**config.mk**
```make
export PLATFORM = sky130hd
export DESIGN_NAME = integ_diff_decoder_flat
export DESIGN_NICKNAME = d
export VERILOG_FILES = /design/src/rtl/integ_pkg.sv /design/src/rtl/integ_diff_decoder_if.sv /design/src/rtl/const_div_serial.sv /design/src/rtl/integ_diff_decoder.sv /design/src/flat_wrapper.sv
export SDC_FILE = /design/constraint.sdc
export NUM_CORES = 1
export LEC_CHECK = 0
export BUFFER_PORTS_ARGS = -buffer_cell sky130_fd_sc_hd__buf_2
export CORE_MARGIN = 3
export CORE_UTILIZATION = 38
export CTS_BUF_LIST = sky130_fd_sc_hd__clkbuf_16
export CTS_CLUSTER_SIZE = 25
export DETAILED_ROUTE_END_ITERATION = 7
export GPL_TIMING_DRIVEN = 0
export PLACE_DENSITY = 0.69
export SYNTH_ARGS = -nofsm -noshare
export SYNTH_HDL_FRONTEND = slang
export SYNTH_SLANG_ARGS = --single-unit
```
**constraint.sdc**
```tcl
create_clock -name clk -period 2.9 [get_ports clk]
set_input_delay 0.145 -clock clk [delete_from_list [all_inputs] [get_ports clk]]
set_output_delay 0.145 -clock clk [all_outputs]
set_load 0.01 [all_outputs]
```
**src/rtl/integ_pkg.sv**
```systemverilog
// -----------------------------------------------------------------------------
// integ_pkg
// Shared constants, FSM state type and the quotient-to-sample decode helper for
// the receive side of the 25x accumulate-and-dump integrator.
//   YW      : width of the incoming running window sum
//   XW      : width of the recovered sample
//   DIVISOR : integrator gain divided back out
//   DW      : dividend width, also the number of divider iterations
//   RW      : divider remainder width (must hold 2*DIVISOR-1)
// -----------------------------------------------------------------------------
package integ_pkg;

   localparam int YW      = 32'd13;
   localparam int XW      = 32'd4;
   localparam int DIVISOR = 32'd25;
   localparam int DW      = 32'd9;
   localparam int XMAX    = (32'd1 << XW) - 32'd1;
   localparam int RW      = $clog2(DIVISOR) + 32'd1;

   typedef enum logic [1:0] {
      IDLE = 2'd0,
      DIV  = 2'd1,
      DONE = 2'd2
   } state_t;

   typedef struct packed {
      logic [XW-1:0] x;
      logic          err;
   } dec_t;

   // Map a finished quotient/remainder pair onto the output sample and flag.
   // A quotient too large for XW bits saturates; a non-zero remainder keeps
   // the truncated quotient but marks the sample as not cleanly decoded.
   function automatic dec_t decode_quotient(input logic [DW-1:0] quo,
                                            input logic [RW-1:0] rem);
      dec_t res;
      if (quo > DW'(XMAX)) begin
         res.x   = XW'(XMAX);
         res.err = 1'b1;
      end else begin
         res.x   = quo[XW-1:0];
         res.err = (rem != {RW{1'b0}});
      end
      return res;
   endfunction

endpackage

```
**src/rtl/integ_diff_decoder_if.sv**
```systemverilog
// -----------------------------------------------------------------------------
// integ_diff_decoder_if
// Handshake bundle between the integrator link, the decoder and the consumer.
//   in_valid/in_ready/y/win_start : window-sum input channel
//   out_valid/out_ready/x/err     : recovered-sample output channel
// master : the environment (drives sums, accepts samples)
// slave  : the decoder
// -----------------------------------------------------------------------------
interface integ_diff_decoder_if;
   import integ_pkg::*;

   logic          in_valid;
   logic          in_ready;
   logic [YW-1:0] y;
   logic          win_start;
   logic          out_valid;
   logic          out_ready;
   logic [XW-1:0] x;
   logic          err;

   modport master (
      output in_valid, y, win_start, out_ready,
      input  in_ready, out_valid, x, err
   );

   modport slave (
      input  in_valid, y, win_start, out_ready,
      output in_ready, out_valid, x, err
   );

endinterface

```
**src/rtl/const_div_serial.sv**
```systemverilog
// -----------------------------------------------------------------------------
// const_div_serial
// Serial restoring divider by a constant: one quotient bit per clock.
//   clk, reset : clock, asynchronous active-low reset
//   start      : load dividend, clear remainder/quotient, begin DW iterations
//   dividend   : DW-bit value to divide
//   busy       : iterations still outstanding
//   done       : one-cycle pulse after the last iteration
//   quotient   : DW-bit quotient (valid with done)
//   remainder  : RW-bit remainder (valid with done)
// -----------------------------------------------------------------------------
module const_div_serial #(
   parameter int DW      = 32'd9,
   parameter int DIVISOR = 32'd25,
   parameter int RW      = $clog2(DIVISOR) + 32'd1
) (
   input  logic          clk,
   input  logic          reset,
   input  logic          start,
   input  logic [DW-1:0] dividend,
   output logic          busy,
   output logic          done,
   output logic [DW-1:0] quotient,
   output logic [RW-1:0] remainder
);

   localparam int            CW       = $clog2(DW + 32'd1);
   localparam logic [CW-1:0] CNT_LOAD = CW'(DW);
   localparam logic [RW-1:0] DIV_C    = RW'(DIVISOR);

   logic [DW-1:0] dvd_r;
   logic [DW-1:0] quo_r;
   logic [RW-1:0] rem_r;
   logic [CW-1:0] cnt_r;
   logic          done_r;
   logic [RW-1:0] trial_s;
   logic [RW-1:0] rem_nxt_s;
   logic          qbit_s;

   // One restoring step: bring down the next dividend bit, subtract if it fits.
   // rem_r < DIVISOR always, so the shifted trial fits in RW bits.
   always_comb begin
      trial_s   = {rem_r[RW-2:0], dvd_r[DW-1]};
      rem_nxt_s = trial_s;
      qbit_s    = 1'b0;
      if (trial_s >= DIV_C) begin
         rem_nxt_s = trial_s - DIV_C;
         qbit_s    = 1'b1;
      end else begin
         rem_nxt_s = trial_s;
         qbit_s    = 1'b0;
      end
   end

   // Divider state: load on start, iterate while the counter is non-zero.
   always_ff @(posedge clk or negedge reset) begin
      if (!reset) begin
         dvd_r  <= {DW{1'b0}};
         quo_r  <= {DW{1'b0}};
         rem_r  <= {RW{1'b0}};
         cnt_r  <= {CW{1'b0}};
         done_r <= 1'b0;
      end else if (start) begin
         dvd_r  <= dividend;
         quo_r  <= {DW{1'b0}};
         rem_r  <= {RW{1'b0}};
         cnt_r  <= CNT_LOAD;
         done_r <= 1'b0;
      end else if (cnt_r != {CW{1'b0}}) begin
         dvd_r  <= {dvd_r[DW-2:0], 1'b0};
         quo_r  <= {quo_r[DW-2:0], qbit_s};
         rem_r  <= rem_nxt_s;
         cnt_r  <= cnt_r - {{(CW-1){1'b0}}, 1'b1};
         done_r <= (cnt_r == {{(CW-1){1'b0}}, 1'b1});
      end else begin
         done_r <= 1'b0;
      end
   end

   assign busy      = (cnt_r != {CW{1'b0}});
   assign done      = done_r;
   assign quotient  = quo_r;
   assign remainder = rem_r;

endmodule

```
**src/rtl/integ_diff_decoder.sv**
```systemverilog
// -----------------------------------------------------------------------------
// integ_diff_decoder
// Recovers integrator input samples x = (y[n] - y[n-1]) / DIVISOR from a
// stream of running window sums, flagging sums that do not decode cleanly.
//   clk   : clock, rising edge
//   reset : asynchronous active-low reset
//   bus   : slave side of integ_diff_decoder_if
//           in_valid/in_ready/y/win_start  - window-sum input
//           out_valid/out_ready/x/err      - recovered-sample output
// Clean path: out_valid rises DW+1 edges after acceptance.
// Invalid difference (negative or wider than DW bits): out_valid rises one
// edge after acceptance with x=0, err=1.
// -----------------------------------------------------------------------------
module integ_diff_decoder
   import integ_pkg::*;
(
   input logic                  clk,
   input logic                  reset,
   integ_diff_decoder_if.slave  bus
);

   state_t        state_r;
   state_t        state_nxt;
   logic [YW-1:0] prev_y_r;
   logic [YW-1:0] prev_y_nxt;
   logic [XW-1:0] x_r;
   logic [XW-1:0] x_nxt;
   logic          err_r;
   logic          err_nxt;
   logic          out_valid_r;
   logic          out_valid_nxt;
   logic          in_ready_r;
   logic          in_ready_nxt;

   logic [YW-1:0] base_s;
   logic [YW:0]   diff_s;
   logic          neg_s;
   logic          big_s;
   logic          start_s;
   logic          div_busy_s;
   logic          div_done_s;
   logic [DW-1:0] quo_s;
   logic [RW-1:0] rem_s;
   dec_t          dec_s;

   // Difference against the previous sum, one bit wider so negatives show up
   // in the sign bit instead of wrapping.
   always_comb begin
      if (bus.win_start) begin
         base_s = {YW{1'b0}};
      end else begin
         base_s = prev_y_r;
      end
      diff_s = {1'b0, bus.y} - {1'b0, base_s};
      neg_s  = diff_s[YW];
      big_s  = |diff_s[YW-1:DW];
      dec_s  = decode_quotient(quo_s, rem_s);
   end

   const_div_serial #(
      .DW      (DW),
      .DIVISOR (DIVISOR),
      .RW      (RW)
   ) u_div (
      .clk       (clk),
      .reset     (reset),
      .start     (start_s),
      .dividend  (diff_s[DW-1:0]),
      .busy      (div_busy_s),
      .done      (div_done_s),
      .quotient  (quo_s),
      .remainder (rem_s)
   );

   // Next-state and output-register logic for the IDLE/DIV/DONE sequence.
   always_comb begin
      state_nxt     = state_r;
      prev_y_nxt    = prev_y_r;
      x_nxt         = x_r;
      err_nxt       = err_r;
      out_valid_nxt = out_valid_r;
      start_s       = 1'b0;
      case (state_r)
         IDLE: begin
            if (bus.in_valid) begin
               // The previous sum tracks every accepted y, even undecodable ones.
               prev_y_nxt = bus.y;
               if (neg_s || big_s) begin
                  // Fast error path: outputs staged now, out_valid raised in DONE.
                  state_nxt = DONE;
                  x_nxt     = {XW{1'b0}};
                  err_nxt   = 1'b1;
               end else begin
                  state_nxt = DIV;
                  start_s   = 1'b1;
               end
            end else begin
               state_nxt = IDLE;
            end
         end
         DIV: begin
            // done pulses as the iteration counter reaches zero.
            if (div_done_s && !div_busy_s) begin
               state_nxt     = DONE;
               x_nxt         = dec_s.x;
               err_nxt       = dec_s.err;
               out_valid_nxt = 1'b1;
            end else begin
               state_nxt = DIV;
            end
         end
         DONE: begin
            if (!out_valid_r) begin
               // Arrived by the fast error path.
               out_valid_nxt = 1'b1;
            end else if (bus.out_ready) begin
               out_valid_nxt = 1'b0;
               state_nxt     = IDLE;
            end else begin
               state_nxt = DONE;
            end
         end
         default: begin
            state_nxt     = IDLE;
            out_valid_nxt = 1'b0;
         end
      endcase
      in_ready_nxt = (state_nxt == IDLE);
   end

   // State and registered outputs.
   always_ff @(posedge clk or negedge reset) begin
      if (!reset) begin
         state_r     <= IDLE;
         prev_y_r    <= {YW{1'b0}};
         x_r         <= {XW{1'b0}};
         err_r       <= 1'b0;
         out_valid_r <= 1'b0;
         in_ready_r  <= 1'b1;
      end else begin
         state_r     <= state_nxt;
         prev_y_r    <= prev_y_nxt;
         x_r         <= x_nxt;
         err_r       <= err_nxt;
         out_valid_r <= out_valid_nxt;
         in_ready_r  <= in_ready_nxt;
      end
   end

   assign bus.in_ready  = in_ready_r;
   assign bus.out_valid = out_valid_r;
   assign bus.x         = x_r;
   assign bus.err       = err_r;

endmodule

```
**src/flat_wrapper.sv**
```systemverilog
// flat-port wrapper written by rule: the top's interface ports become plain ports
module integ_diff_decoder_flat import integ_pkg::*;
  (clk, reset, bus_in_valid, bus_y, bus_win_start, bus_out_ready, bus_in_ready, bus_out_valid, bus_x, bus_err);
  integ_diff_decoder_if bus_i ();
  input logic clk;
  input logic reset;
  input wire logic [$bits(bus_i.in_valid)-1:0] bus_in_valid;
  input wire logic [$bits(bus_i.y)-1:0] bus_y;
  input wire logic [$bits(bus_i.win_start)-1:0] bus_win_start;
  input wire logic [$bits(bus_i.out_ready)-1:0] bus_out_ready;
  output wire logic [$bits(bus_i.in_ready)-1:0] bus_in_ready;
  output wire logic [$bits(bus_i.out_valid)-1:0] bus_out_valid;
  output wire logic [$bits(bus_i.x)-1:0] bus_x;
  output wire logic [$bits(bus_i.err)-1:0] bus_err;
  assign bus_i.in_valid = bus_in_valid;
  assign bus_i.y = bus_y;
  assign bus_i.win_start = bus_win_start;
  assign bus_i.out_ready = bus_out_ready;
  assign bus_in_ready = bus_i.in_ready;
  assign bus_out_valid = bus_i.out_valid;
  assign bus_x = bus_i.x;
  assign bus_err = bus_i.err;
  integ_diff_decoder u_core (.clk(clk), .reset(reset), .bus(bus_i));
endmodule
```
Word-level counts from Yosys, hierarchy flattened
Index checks and enable logic that the tools add are counted.

storage, ports and cells
  flip-flop bits (word level) = 51
  input bits = 18
  output and inout port bits = 7
  word-level logic and storage cells = 71

cells by class
  add/sub/neg operators = 3
  magnitude comparators = 2
  eq/ne operators = 6
  mux-type cells = 35
  bitwise operators = 1
  reductions and logical operators = 13

operators with widths
  kind                                                                                  count
  9-bit 2-to-1 mux                                                                      4
  4-bit 2-to-1 mux                                                                      5
  6-bit 2-to-1 mux                                                                      3
  13-bit by 13-bit subtractor with 14-bit output                                        1
  13-bit 2-to-1 mux                                                                     1
  1-bit 2-to-1 mux                                                                      12
  2-bit 2-to-1 mux                                                                      5
  9-bit by 4-bit > comparator with 1-bit output (second input constant)                 1
  4-bit one-hot mux with 2 select lines                                                 1
  6-bit by 5-bit greater-or-equal comparator with 1-bit output (second input constant)  1
  2-bit one-hot mux with 3 select lines                                                 1
  6-bit nonzero test                                                                    1
  6-bit by 5-bit subtractor with 6-bit output (second input constant)                   1
  5-bit 2-to-1 mux                                                                      1
  4-bit by 1-bit equality test with 1-bit output (second input constant)                1
  2-bit zero test                                                                       2
  2-bit by 1-bit inequality test with 1-bit output (second input constant)              2
  2-bit AND reduction                                                                   2
  4-bit AND reduction                                                                   1
  2-bit nonzero test                                                                    2
  4-bit nonzero test                                                                    1
  4-bit OR reduction                                                                    1
  4-bit by 1-bit subtractor with 4-bit output (second input constant)                   1
  1-bit one-hot mux with 3 select lines                                                 1
  other kinds (8)                                                                       8

Logic depth before layout (Yosys ltp)
  word-level depth = 8
  gate-level depth with buffers = 12
  depth with buffers taken out = 10

Cells and area by module
A second synthesis with hierarchy kept.

second synthesis, totals
  cell total of the unflattened synthesis = 330
  area, all modules = 3195.6 um2

by module, submodules not included
  module              times used  cells each  area an instance (um2)
  integ_diff_decoder  1           185         1711.6
  const_div_serial    1           145         1483.9

Least setup slack after synthesis
Ideal clock, no wire load.

  path kind = reg2reg
  start = register u_core.prev_y_r[0]
  end = register u_core.x_r[0], in the netlist u_core.bus.x[0]
  library setup time = 0.126 ns
  arrival = 2.838 ns
  required time = 2.774 ns
  slack = -0.064 ns
  stages on the path, launching flop included = 11
  path buffers = 0
  clock period less this slack = 2.964 ns
  cell sequence = dfrtp_1 -> nor2b_1 -> ha_1 -> fa_1 -> nand2b_1 -> a2111oi_0 -> nor2_1 -> a311o_1 -> a41oi_4 -> o21bai_2 -> a221o_1

on the way
  cells in the longest elaborated chain, start to end = 6

ends and longest elaborated chain
  what                                                                 line                       source
  start: declaration                                                   integ_diff_decoder.sv:24   logic [YW-1:0] prev_y_r;
  start signal: assignment                                             integ_diff_decoder.sv:135  prev_y_r <= {YW{1'b0}};
  start signal: assignment                                             integ_diff_decoder.sv:142  prev_y_r <= prev_y_nxt;
  13-bit 2-to-1 mux *                                                  integ_diff_decoder.sv:49   if (bus.win_start) begin
  13-bit by 13-bit subtractor with 14-bit output *                     integ_diff_decoder.sv:54   diff_s = {1'b0, bus.y} - {1'b0, base_s};
  4-bit OR reduction                                                   integ_diff_decoder.sv:56   big_s = |diff_s[YW-1:DW];
  1-bit logical OR *                                                   integ_diff_decoder.sv:88   if (neg_s || big_s) begin
  2-bit by 1-bit inequality test with 1-bit output (no source line) *  n/a
  4-bit AND reduction (no source line) *                               n/a
  end signal: assignment                                               integ_diff_decoder.sv:136  x_r <= {XW{1'b0}};
  end signal: assignment                                               integ_diff_decoder.sv:143  x_r <= x_nxt;
  end: declaration                                                     integ_diff_decoder.sv:26   logic [XW-1:0] x_r;

Mark *: on every way between the ends. The rest lies on a longest branch, timed or not.
A chain may end at the register's enable or synchronous reset.

Final worst setup path
  start = register u_core.prev_y_r[0]
  end = register u_core.x_r[1], in the netlist u_core.bus.x[1]

Same word-level chain as after synthesis.

==> out/metrics.yaml <==
worst_setup_path:
  rr_worst_depth: 10
  slowest_delay_ps: 410
  reg2reg_slack_ps: 20
  end_kind: "flip-flop"
  worstPathMaxFanout: 4
  required_ps: 3080
  cp.arrival_ps: 3060
  crit_path_start_kind: "flip-flop"
  r2r-end: "u_core.bus.x[1]$_DFFE_PN0P_"
  crit_chain: "nor2b_4 > ha_4 > fa_2 > nand2b_4 > a2111oi_4 > nor2_2 > a311o_2 > a41oi_4 > o21bai_4 > a221o_1"
  critPathKind: "reg -> reg"
  crit_slowest_cell: "a311o_2"
  crit_end: "u_core.bus.x[1]$_DFFE_PN0P_"
  cp-startpoint: "u_core.prev_y_r[0]$_DFFE_PN0P_"
  r2r-start: "u_core.prev_y_r[0]$_DFFE_PN0P_"
yosys:
  ys_types: 54
  yosys_warnings: 0
  syn_area_um2: 3270
  synthArstFlopShare_pct: 100
  syn-mean-instance-area_um2: 9.72
  syn-instance-count: 336
  ys_seq_area_share_pct: 39.1
  syn_nets: 379
  synth_edf_count: 0
  ys_seq_elements: 51
  synthFlopType: "dfrtp_1"
sta:
  hold_violations: 0
  final.setup_skew_ps: 4.15
  min_period_over_period_pct: 99.5
  slew_headroom_pct: 24.1
  worstMarginPinSlew_ps: 1140
  period_minus_slack_ps: 2880
  drv_slew: 0
  hold_ws_ps: 82.5
  rsz0062_at_grt: "true"
  final.setup.tns_ps: 0
  setup_violations: 0
  maxClockFrequency_mhz: 347
clocking:
  cts.sinks: 51
  clk_latency_ps: 290
  clkTransAtPathRegs_ps: 70
  cts-root-buf: "clkbuf_16"
  cts_max_path_buffers: 2
  cts_tree: "built"
  cts_inserted_buffers: 5
  htreeDepth: 2
status:
  status: "completed"
pwr:
  p_clk_share_pct: 17.9
  combPwrFrac_pct: 49.4
  switching_share_pct: 39.3
  power_density_nw_per_um2: 949
  p_leak_nw: 1.75
  pwr-share-seq_pct: 32.7
  irDropWorstVdd_mv: 0.419
  p_switching_mw: 1.46
  p_int_mw: 2.25
min_path:
  hp-class: "in -> async"
routing:
  detail_route.wl_per_cell_um: 14.3
  via_per_inst: 5.27
  initialDrtViolationCount: 111
  vias: 2540
  drc: 0
  drt_wl_total_mm: 6.90
  antenna_left: 0
  firstDrtPassIters: 4
global_route:
  use_met3_pct: 2.26
  grt_start_max_net_pins: 52
  top_usage_layer: "met2"
  grt_first_pass_wirelength_mm: 11.5
  grt_use_met2_pct: 25.2
  grt_pass1_vias: 2521
  overflow: 0
  gr-usage-all-layers_pct: 14.3
  grt_util_met1_pct: 18.1
  antenna_found_initial: 0
place:
  dp_hpwl_mm: 4.79
  portBuffers: 24
  gp_congestion: 0.779
floorplan:
  initial_core_util_pct: 39.4
  die_height_um: 98.7
  fp.dieW_um: 98.7
  coreArea_um2: 8300
  dieArea_um2: 9750
  std_cell_rows: 33
  ios: 25
cells_and_area:
  syn2layout_area_growth_pct: 19.5
  drive_above_1_share_pct: 21.8
  final_common_cell: "dfrtp_1"
  nets: 419
  diodes: 0
  final_cell_mix: "50 x dfrtp_1, 33 x nand2_1, 27 x a21oi_1"
  fillerInstances: 759
flow_run:
  cap_violations: 0
==> per-stage QoR <==
stage / setup WS, ps / util, % / total power, mW / instances / area, um2
2_1_floorplan: 23.7 / - / 2.48 / 336 / 3270
3_3_place_gp: -273 / 42.4 / 2.77 / 465 / 3520
3_5_place_dp: -380 / 42.4 / 2.84 / 465 / 3520
4_1_cts: -26.7 / 46.0 / 3.65 / 477 / 3810
5_1_grt: -74.3 / 47.0 / 4.00 / 482 / 3900
6_report: 15.4 / 47.0 / 3.71 / 482 / 3900
==> critical path, delay by kind of cell (launching register included) <==
family                   cells  cell delay, ps
adder cells (fa/ha/maj)      2             530
AO/OA/AOI/OAI                5            1460
flip-flops                   1             390
AND/OR/NAND/NOR              3             400
==> synthesized netlist by cell type (2+ instances only) <==
| library cell | count | share of area (%) |
|---|---|---|
| nor2b_1 | 5 | 0.96 |
| a31oi_1 | 2 | 0.38 |
| nand2b_1 | 17 | 3.3 |
| xor2_1 | 5 | 1.3 |
| dfrtp_1 | 50 | 38 |
| ha_1 | 24 | 9.2 |
| o21a_1 | 7 | 1.6 |
| xnor2_1 | 7 | 1.9 |
| nor3_1 | 8 | 1.2 |
| nand2_1 | 33 | 3.8 |
| o21ai_0 | 17 | 2.6 |
| clkbuf_1 | 9 | 1.0 |
| inv_1 | 18 | 2.1 |
| or3_1 | 2 | 0.38 |
| or4_1 | 3 | 0.69 |
| a221o_1 | 4 | 1.2 |
| nand3_1 | 3 | 0.46 |
| a211oi_1 | 6 | 1.4 |
| a21oi_1 | 29 | 4.4 |
| a211o_1 | 2 | 0.54 |
| mux2_2 | 13 | 4.5 |
| a2111oi_0 | 2 | 0.54 |
| nor2_1 | 21 | 2.4 |
| or2_2 | 2 | 0.38 |
| mux2i_1 | 18 | 5.5 |
==> final cells by class <==
class	count	area (um2)	area share [%]
Buffer	12	63.8	1.63
Sequential cell	51	1280	32.7
Clock buffer	5	125	3.21
Inverter	18	67.6	1.73
Clock inverter	3	42.5	1.09
Multi-Input combinational cell	255	1990	51.0
Tap cell	105	131	3.37
Timing Repair Buffer	33	204	5.22
==> cells by family after synthesis <==
group           synth area share, %
fa+ha+maj                      9.80
mux                            10.0
xor+xnor                       3.22
compound gates                 17.5
flops                          39.1
simple gates                   16.4
buf+inv                        3.94
==> what timing repair did <==
| action | in CTS | in global routing |
|---|---|---|
| pin swaps | 13 | 9 |
| setup buffers | 4 | 5 |
| hold buffers | 0 | 0 |
| setup endpoints to repair | 35 | 30 |
| resized for setup | 19 | 11 |
==> power groups by stage <==
| stage | clock network [mW] | registers [mW] | logic (mW) |
|---|---|---|---|
| 3_5_place_dp | 0 | 1.22 | 1.62 |
| 2_1_floorplan | 0 | 1.18 | 1.30 |
| 5_1_grt | 0.713 | 1.25 | 2.04 |
| 6_report | 0.662 | 1.21 | 1.83 |
| 3_3_place_gp | 0 | 1.21 | 1.56 |
| 4_1_cts | 0.681 | 1.21 | 1.76 |
==> how the worst min path moves through the flow <==
stage / startpoint / endpoint / slack, ps
final: reset / u_core.u_div.done$_DFF_PN0_ / 80
after floorplan: reset / u_core.bus.err$_DFFE_PN0P_ / -150
after detailed placement: bus_y[11] / u_core.prev_y_r[11]$_DFFE_PN0P_ / 400
after CTS: bus_y[11] / u_core.prev_y_r[11]$_DFFE_PN0P_ / 100
after global routing: bus_y[5] / u_core.prev_y_r[5]$_DFFE_PN0P_ / 110
after global placement: bus_y[11] / u_core.prev_y_r[11]$_DFFE_PN0P_ / 400
==> registers in the layout, summed over array words and instances, names as in the netlist <==
signal and flops:
u_core.u_div.cnt_r 4, u_core.prev_y_r 13, u_core.state_r 2, u_core.bus.x 4
u_core.u_div.remainder 6, u_core.bus.in_ready 1, u_core.bus.err 1, u_core.u_div.dvd_r 9
u_core.u_div.done 1, u_core.bus.out_valid 1, u_core.u_div.quotient 9
==> metal layers <==
metal / up-vias / share of wire (%)
met5: - / 0
met3: 8 / 2.6
met2: 39 / 51
li1: 1273 / -
met4: 0 / 1.3
met1: 1220 / 45
No activity file was read; power rests on OpenSTA's default activity.
